## config.mk

```make
export PLATFORM = sky130hd
export DESIGN_NAME = exec_ctrl_6_bit
export DESIGN_NICKNAME = d
export VERILOG_FILES = /design/src/rtl/exec_ctrl_6_bit_pkg.sv /design/src/rtl/regfile_4x6.sv /design/src/rtl/exec_ctrl_6_bit.sv
export SDC_FILE = /design/constraint.sdc
export NUM_CORES = 1
export LEC_CHECK = 0
export ABC_AREA = 1
export CELL_PAD_IN_SITES_DETAIL_PLACEMENT = 0
export CELL_PAD_IN_SITES_GLOBAL_PLACEMENT = 2
export CORE_UTILIZATION = 30
export DETAILED_ROUTE_END_ITERATION = 12
export GPL_TIMING_DRIVEN = 0
export PLACE_DENSITY = 0.81
export SLEW_MARGIN = 25
export SYNTH_ARGS = -nofsm -noshare
export SYNTH_HDL_FRONTEND = slang
export SYNTH_SLANG_ARGS = --single-unit
export TNS_END_PERCENT = 50
```

## constraint.sdc

```tcl
create_clock -name clk -period 2.7 [get_ports clk]
set_clock_uncertainty 0.2 [all_clocks]
set_input_delay 0.675 -clock clk [delete_from_list [all_inputs] [get_ports clk]]
set_output_delay 0.675 -clock clk [all_outputs]
set_load 0.005 [all_outputs]
```

## src/rtl/exec_ctrl_6_bit_pkg.sv

```systemverilog
// ---------------------------------------------------------------------------
// exec_ctrl_6_bit_pkg
//
// Shared definitions for the 6-bit execute controller slice:
//   - datapath width and register file geometry
//   - ALU opcode encodings (LDI reuses the spare opcode slot)
//   - controller FSM state encodings
//   - instruction field bit positions and a decoded-field struct
//   - helpers to slice an instruction word and to map an opcode onto the
//     ALU op select
// ---------------------------------------------------------------------------
package exec_ctrl_6_bit_pkg;

  // The ALU is hard-wired to 6 bits and the register fields are 2 bits wide,
  // so neither of these can be changed without changing the ISA.
  localparam int DATA_W = 6;
  localparam int NREGS  = 4;
  localparam int REG_AW = 2;
  localparam int OP_W   = 2;

  // Instruction field positions: op=[5:4], rd=[3:2], rs=[1:0].
  localparam int OP_MSB = 5;
  localparam int OP_LSB = 4;
  localparam int RD_MSB = 3;
  localparam int RD_LSB = 2;
  localparam int RS_MSB = 1;
  localparam int RS_LSB = 0;

  // Opcodes. The first three match the ALU op select encodings directly.
  typedef enum logic [OP_W-1:0] {
    OP_OR  = 2'd0,
    OP_ADD = 2'd1,
    OP_ROL = 2'd2,
    OP_LDI = 2'd3
  } op_e;

  // Controller states. Encoding 3 is unused and recovers to FETCH.
  typedef enum logic [1:0] {
    FETCH = 2'd0,
    IMM   = 2'd1,
    EXEC  = 2'd2
  } state_e;

  // Latched instruction fields.
  typedef struct packed {
    op_e               op;
    logic [REG_AW-1:0] rd;
    logic [REG_AW-1:0] rs;
  } instr_t;

  // Slice a raw instruction word into its fields.
  function automatic instr_t decode_instr(input logic [DATA_W-1:0] word);
    instr_t f;
    f.op = op_e'(word[OP_MSB:OP_LSB]);
    f.rd = word[RD_MSB:RD_LSB];
    f.rs = word[RS_MSB:RS_LSB];
    return f;
  endfunction

  // LDI never reaches the ALU, so its op select is parked at OR (0) to keep
  // the ALU inputs in a known, harmless configuration.
  function automatic logic [OP_W-1:0] alu_op_of(input op_e op);
    logic [OP_W-1:0] sel;
    if (op == OP_LDI) begin
      sel = '0;
    end else begin
      sel = op;
    end
    return sel;
  endfunction

endpackage

```

## src/rtl/regfile_4x6.sv

```systemverilog
// ---------------------------------------------------------------------------
// regfile_4x6
//
// 4-entry x 6-bit register file for the execute controller.
//
// Ports:
//   clk        in   clock, write on rising edge
//   rst_n      in   asynchronous active-low clear of all entries
//   rd_a_idx   in   read port A index (operand a)
//   rd_b_idx   in   read port B index (operand b)
//   dbg_idx    in   debug read port index
//   wr_en      in   write enable
//   wr_idx     in   write index
//   wr_data    in   write data
//   rd_a_data  out  entry[rd_a_idx], combinational
//   rd_b_data  out  entry[rd_b_idx], combinational
//   dbg_data   out  entry[dbg_idx], combinational
//
// All read ports return the stored value, never the value being written in
// the same cycle; a write only becomes visible after the clock edge.
// ---------------------------------------------------------------------------
module regfile_4x6
  import exec_ctrl_6_bit_pkg::*;
(
  input  logic              clk,
  input  logic              rst_n,
  input  logic [REG_AW-1:0] rd_a_idx,
  input  logic [REG_AW-1:0] rd_b_idx,
  input  logic [REG_AW-1:0] dbg_idx,
  input  logic              wr_en,
  input  logic [REG_AW-1:0] wr_idx,
  input  logic [DATA_W-1:0] wr_data,
  output logic [DATA_W-1:0] rd_a_data,
  output logic [DATA_W-1:0] rd_b_data,
  output logic [DATA_W-1:0] dbg_data
);

  logic [DATA_W-1:0] regs [NREGS];

  // Single synchronous write port with asynchronous clear.
  always_ff @(posedge clk or negedge rst_n) begin
    if (!rst_n) begin
      for (int i = 0; i < NREGS; i++) begin
        regs[i] <= '0;
      end
    end else if (wr_en) begin
      regs[wr_idx] <= wr_data;
    end
  end

  assign rd_a_data = regs[rd_a_idx];
  assign rd_b_data = regs[rd_b_idx];
  assign dbg_data  = regs[dbg_idx];

endmodule

```

## src/rtl/exec_ctrl_6_bit.sv

```systemverilog
// ---------------------------------------------------------------------------
// exec_ctrl_6_bit
//
// Execute controller sitting directly upstream of the 6-bit ALU. It accepts
// instruction words over a valid/ready handshake, reads operands from a
// 4x6 register file, drives the ALU, and writes the ALU result and flags
// back. The latched carry is fed back as the ALU carry-in so that
// rotate-through-carry chains across instructions.
//
// Ports:
//   clk          in   system clock
//   rst_n        in   asynchronous active-low reset
//   instr        in   instruction or LDI immediate word
//   instr_valid  in   instr holds a valid word
//   instr_ready  out  word is accepted this cycle when valid is also high
//   alu_a        out  ALU operand a = reg[rd]
//   alu_b        out  ALU operand b = reg[rs]
//   alu_op       out  ALU op select (0 while an LDI is latched)
//   alu_cf_prev  out  ALU carry-in = latched carry flag
//   alu_r        in   ALU result (combinational)
//   alu_cf       in   ALU carry flag
//   alu_sf       in   ALU sign flag
//   alu_zf       in   ALU zero flag
//   cf, sf, zf   out  latched flags
//   retire       out  registered one-cycle pulse per completed instruction
//   dbg_sel      in   register file debug read index
//   dbg_data     out  reg[dbg_sel], combinational
// ---------------------------------------------------------------------------
module exec_ctrl_6_bit
  import exec_ctrl_6_bit_pkg::*;
(
  input  logic              clk,
  input  logic              rst_n,
  input  logic [DATA_W-1:0] instr,
  input  logic              instr_valid,
  output logic              instr_ready,
  output logic [DATA_W-1:0] alu_a,
  output logic [DATA_W-1:0] alu_b,
  output logic [OP_W-1:0]   alu_op,
  output logic              alu_cf_prev,
  input  logic [DATA_W-1:0] alu_r,
  input  logic              alu_cf,
  input  logic              alu_sf,
  input  logic              alu_zf,
  output logic              cf,
  output logic              sf,
  output logic              zf,
  output logic              retire,
  input  logic [REG_AW-1:0] dbg_sel,
  output logic [DATA_W-1:0] dbg_data
);

  state_e            state_q;
  state_e            state_d;
  instr_t            fields_q;
  instr_t            fields_in;
  logic              accept;
  logic              rf_we;
  logic [DATA_W-1:0] rf_wdata;
  logic              flag_we;
  logic              retire_d;

  assign fields_in = decode_instr(instr);
  assign accept    = instr_valid && instr_ready;

  // State register.
  always_ff @(posedge clk or negedge rst_n) begin
    if (!rst_n) begin
      state_q <= FETCH;
    end else begin
      state_q <= state_d;
    end
  end

  // Next-state logic. EXEC always lasts exactly one cycle; IMM waits as long
  // as it takes for the immediate word to show up.
  always_comb begin
    state_d = state_q;
    case (state_q)
      FETCH: begin
        if (instr_valid) begin
          state_d = (fields_in.op == OP_LDI) ? IMM : EXEC;
        end
      end
      IMM: begin
        if (instr_valid) begin
          state_d = FETCH;
        end
      end
      EXEC: begin
        state_d = FETCH;
      end
      default: begin
        state_d = FETCH;
      end
    endcase
  end

  // Output / datapath control. The controller is never ready in EXEC, which
  // is what forces the source to hold the next word for a cycle and caps
  // throughput at one ALU instruction per two cycles.
  always_comb begin
    instr_ready = 1'b0;
    rf_we       = 1'b0;
    rf_wdata    = instr;
    flag_we     = 1'b0;
    retire_d    = 1'b0;
    case (state_q)
      FETCH: begin
        instr_ready = 1'b1;
      end
      IMM: begin
        instr_ready = 1'b1;
        rf_we       = instr_valid;
        rf_wdata    = instr;
        retire_d    = instr_valid;
      end
      EXEC: begin
        rf_we    = 1'b1;
        rf_wdata = alu_r;
        flag_we  = 1'b1;
        retire_d = 1'b1;
      end
      default: begin
        instr_ready = 1'b0;
      end
    endcase
  end

  // Instruction fields are captured only when an opcode word is taken in
  // FETCH; the LDI immediate word must not overwrite them because rd still
  // selects the destination.
  always_ff @(posedge clk or negedge rst_n) begin
    if (!rst_n) begin
      fields_q <= '{op: OP_OR, rd: '0, rs: '0};
    end else if (accept && (state_q == FETCH)) begin
      fields_q <= fields_in;
    end
  end

  // Flag latch. LDI leaves the flags alone, so only EXEC updates them.
  always_ff @(posedge clk or negedge rst_n) begin
    if (!rst_n) begin
      cf <= 1'b0;
      sf <= 1'b0;
      zf <= 1'b0;
    end else if (flag_we) begin
      cf <= alu_cf;
      sf <= alu_sf;
      zf <= alu_zf;
    end
  end

  // Retire is registered so it appears in the cycle after writeback. Both
  // retiring states return to FETCH, which never retires, so the pulse can
  // never stretch over two cycles.
  always_ff @(posedge clk or negedge rst_n) begin
    if (!rst_n) begin
      retire <= 1'b0;
    end else begin
      retire <= retire_d;
    end
  end

  regfile_4x6 u_regfile (
    .clk       (clk),
    .rst_n     (rst_n),
    .rd_a_idx  (fields_q.rd),
    .rd_b_idx  (fields_q.rs),
    .dbg_idx   (dbg_sel),
    .wr_en     (rf_we),
    .wr_idx    (fields_q.rd),
    .wr_data   (rf_wdata),
    .rd_a_data (alu_a),
    .rd_b_data (alu_b),
    .dbg_data  (dbg_data)
  );

  assign alu_op      = alu_op_of(fields_q.op);
  assign alu_cf_prev = cf;

endmodule

```

==> impl_metrics.yaml <==
outcome:
  status: "finished clean"
power_and_ir_drop:
  power.switching_fraction: 0.402
  leakage_nw: 1.54
  powerDensity_nw_per_um2: 958
  power_frac_seq: 0.339
  power_switching_w: 0.00117
  combinationalPowerShare: 0.500
  ir_drop_uv: 357
  p_clk_frac: 0.161
  power_w: 0.00292
  p_int_w: 0.00175
timing:
  finalHoldViolCount: 0
  timing.final.crit_share: 0.978
  rsz0062_at_grt: "true"
  fmax_mhz: 379
  hold_ws_ns: 0.0716
  relSlewSlack: 0.697
  slew_violations: 0
  tightest_slew_ns: 0.455
  setup_viol: 0
  min_period_ns: 2.64
  final.setup.worst_slack_ns: 0.0589
yosys:
  synthTopCellsByCount: "nand2_1 (159), dfrtp_1 (36), nand4_1 (30), o21ai_0 (21), inv_1 (19)"
  synth_top_area_share: 0.404
  synthTopCellsByArea: "dfrtp_1 (40%), nand2_1 (27%), nand4_1 (8.4%), o21ai_0 (4.7%), inv_1 (3.2%)"
  synthCells: 323
  synth.most_common_cell: "nand2_1"
  yosysTopAreaCell: "dfrtp_1"
  synth_edf_count: 0
  syn-cell-area_sq_um: 2230
  synth_cell_types: 23
  synth-seq-area-share: 0.404
  syn-mean-instance-area_sq_um: 6.91
  synth_ff_type: "dfrtp_1"
  ys_warn_count: 0
  synth_nets: 347
  ys_seq_elements: 36
  async_flop_share: 1.00
clock_network:
  cts_root_buf: "clkbuf_8"
  path_clk_slew_ns: 0.07
  cts_tree: "built"
  cts_made_buffers: 5
  clock_sinks: 36
  clk_latency_ns: 0.29
  cts.htree.levels: 2
  clockBufferDepth: 2
hold_path:
  min-delay-path-class: "in2async"
critical_path:
  startpoint: "dbg_sel[0]"
  regToRegStartpoint: "state_q[0]"
  slowest_stage: "clkdlybuf4s50_1"
  crit_path_max_incr_delay_ns: 0.49
  crit_chain: "clkbuf_4 > clkbuf_8 > a21oi_1 > o21ai_0 > nand2_1 > clkdlybuf4s50_1"
  cp-start-kind: "input port"
  cp_max_fo: 10
  endpoint_kind: "output port"
  critPathKind: "in2out"
  r2r-end: "u_regfile.regs[2]"
  required_ns: 1.82
  rr_worst_depth: 7
  r2r_slack_ns: 0.89
  worstPathArrival_ns: 1.77
floorplanning:
  die_height_um: 88.3
  row_count: 31
  io_pins: 46
  core_sq_um: 7210
  start_util: 0.309
  die_area_sq_um: 7790
  die_x_um: 88.3
final_layout:
  final_area_sq_um: 3050
  syn_to_final_growth_pct: 36.6
  drive_gt1_frac: 0.144
  nets: 406
  antenna_cells: 0
  stdcell_count: 482
placed_design:
  dpl.cell_count: 467
  io_buffers: 44
  pre_cts_ws_ns: -0.555
  place_congestion: 0.754
  dp_hpwl_um: 5180
  dpl_cell_area_sq_um: 2810
global_route:
  antenna_found_initial: 0
  groute.usage.overall: 0.184
  grt_start_max_net_pins: 25
  overflow: 0
  grt_pass1_vias: 2098
  grt_pass1_wl_um: 10800
routing:
  wl_per_cell_um: 13.9
  dr.pass1.iters: 4
  drt_wl_total_um: 6710
  drcViolationCount: 0
  drt-vias-per-instance: 4.64
  ant_nets: 0
  dr_total_vias: 2235
  drt-initial-drc-count: 141
run:
  cap_violations: 0
==> per-layer routing <==
layer  wire length (um)  GRT usage
met5                  0          0
met4                 70     0.0411
met3                234     0.0261
met2               3000      0.283
met1               3400      0.274
==> state kept, by name (all words and copies together) (netlist names) <==
register and count:
alu_cf_prev 1, fields_q 6, retire 1, sf 1
state_q 2, u_regfile.regs 24, zf 1
==> layout by cell type, fill, tap and decap left out, types with 2 or more instances in the layout <==
cell,count
clkbuf_4,2
inv_2,4
a21oi_1,7
buf_4,11
nand2_1,159
o21ai_1,8
nand3_1,2
clkdlybuf4s50_1,37
nand3_2,4
ha_1,4
dfrtp_2,3
dlymetal6s2s_1,5
inv_1,19
dfrtp_1,33
clkbuf_8,6
nand4_1,30
o21ai_2,4
o21ai_0,11
nor2_1,7
buf_2,7
o211ai_1,2
nor2_4,3
buf_6,5
==> cell type report <==
class / instances / area [sq um]
clock buffer: 5 / 68.8
tap: 99 / 124
multi-input combinational: 246 / 1160
inverter: 23 / 86.3
sequential: 36 / 905
fill: 805 / 4170
clock inverter: 3 / 42.5
buffer: 17 / 134
timing repair buffer: 53 / 526
==> stage by stage <==
step / util / TNS (ns)
floorplan: - / 0
finish: 0.423 / 0
detailed placement: 0.390 / -2.93
global route: 0.423 / -0.0626
global placement: 0.388 / -9.57
CTS: 0.408 / 0
==> critical path: cells and delay by family <==
family          cells  cell delay (ns)
compound gates      2             0.23
buf+inv             3             0.81
simple gates        1             0.06
==> how the worst max path moves through the flow <==
stage	endpoint	slack, ns	cells past startpoint
floorplan	dbg_data[5]	0.68	5
global placement	dbg_data[5]	-0.56	7
detailed placement	dbg_data[5]	-0.56	7
CTS	alu_a[4]	0.003	6
global route	alu_a[5]	-0.04	6
finish	dbg_data[3]	0.06	6
==> cell families after synthesis <==
group,synth area share
AND/OR/NAND/NOR,0.406
buffers and inverters,0.0841
flip-flops,0.404
AO/OA/AOI/OAI,0.0835
adder cells (fa/ha/maj),0.0224
==> repair_timing <==
action,CTS,global route
hold buffers,0,0
buffers inserted,0,6
pin swaps,0,2
gates cloned,0,2
endpoints found under the setup margin,18,16
hold endpoints to repair,0,0
gates resized for setup,16,26
==> power by group through the flow <==
| stage | registers [W] | clock network, W | logic [W] |
|---|---|---|---|
| finish | 0.000990 | 0.000469 | 0.00146 |
| global route | 0.00102 | 0.000504 | 0.00165 |
| floorplan | 0.000911 | 0 | 0.000779 |
| detailed placement | 0.000987 | 0 | 0.00138 |
| global placement | 0.000983 | 0 | 0.00138 |
| CTS | 0.000992 | 0.000483 | 0.00139 |
No activity file was read; power rests on OpenSTA's default activity.
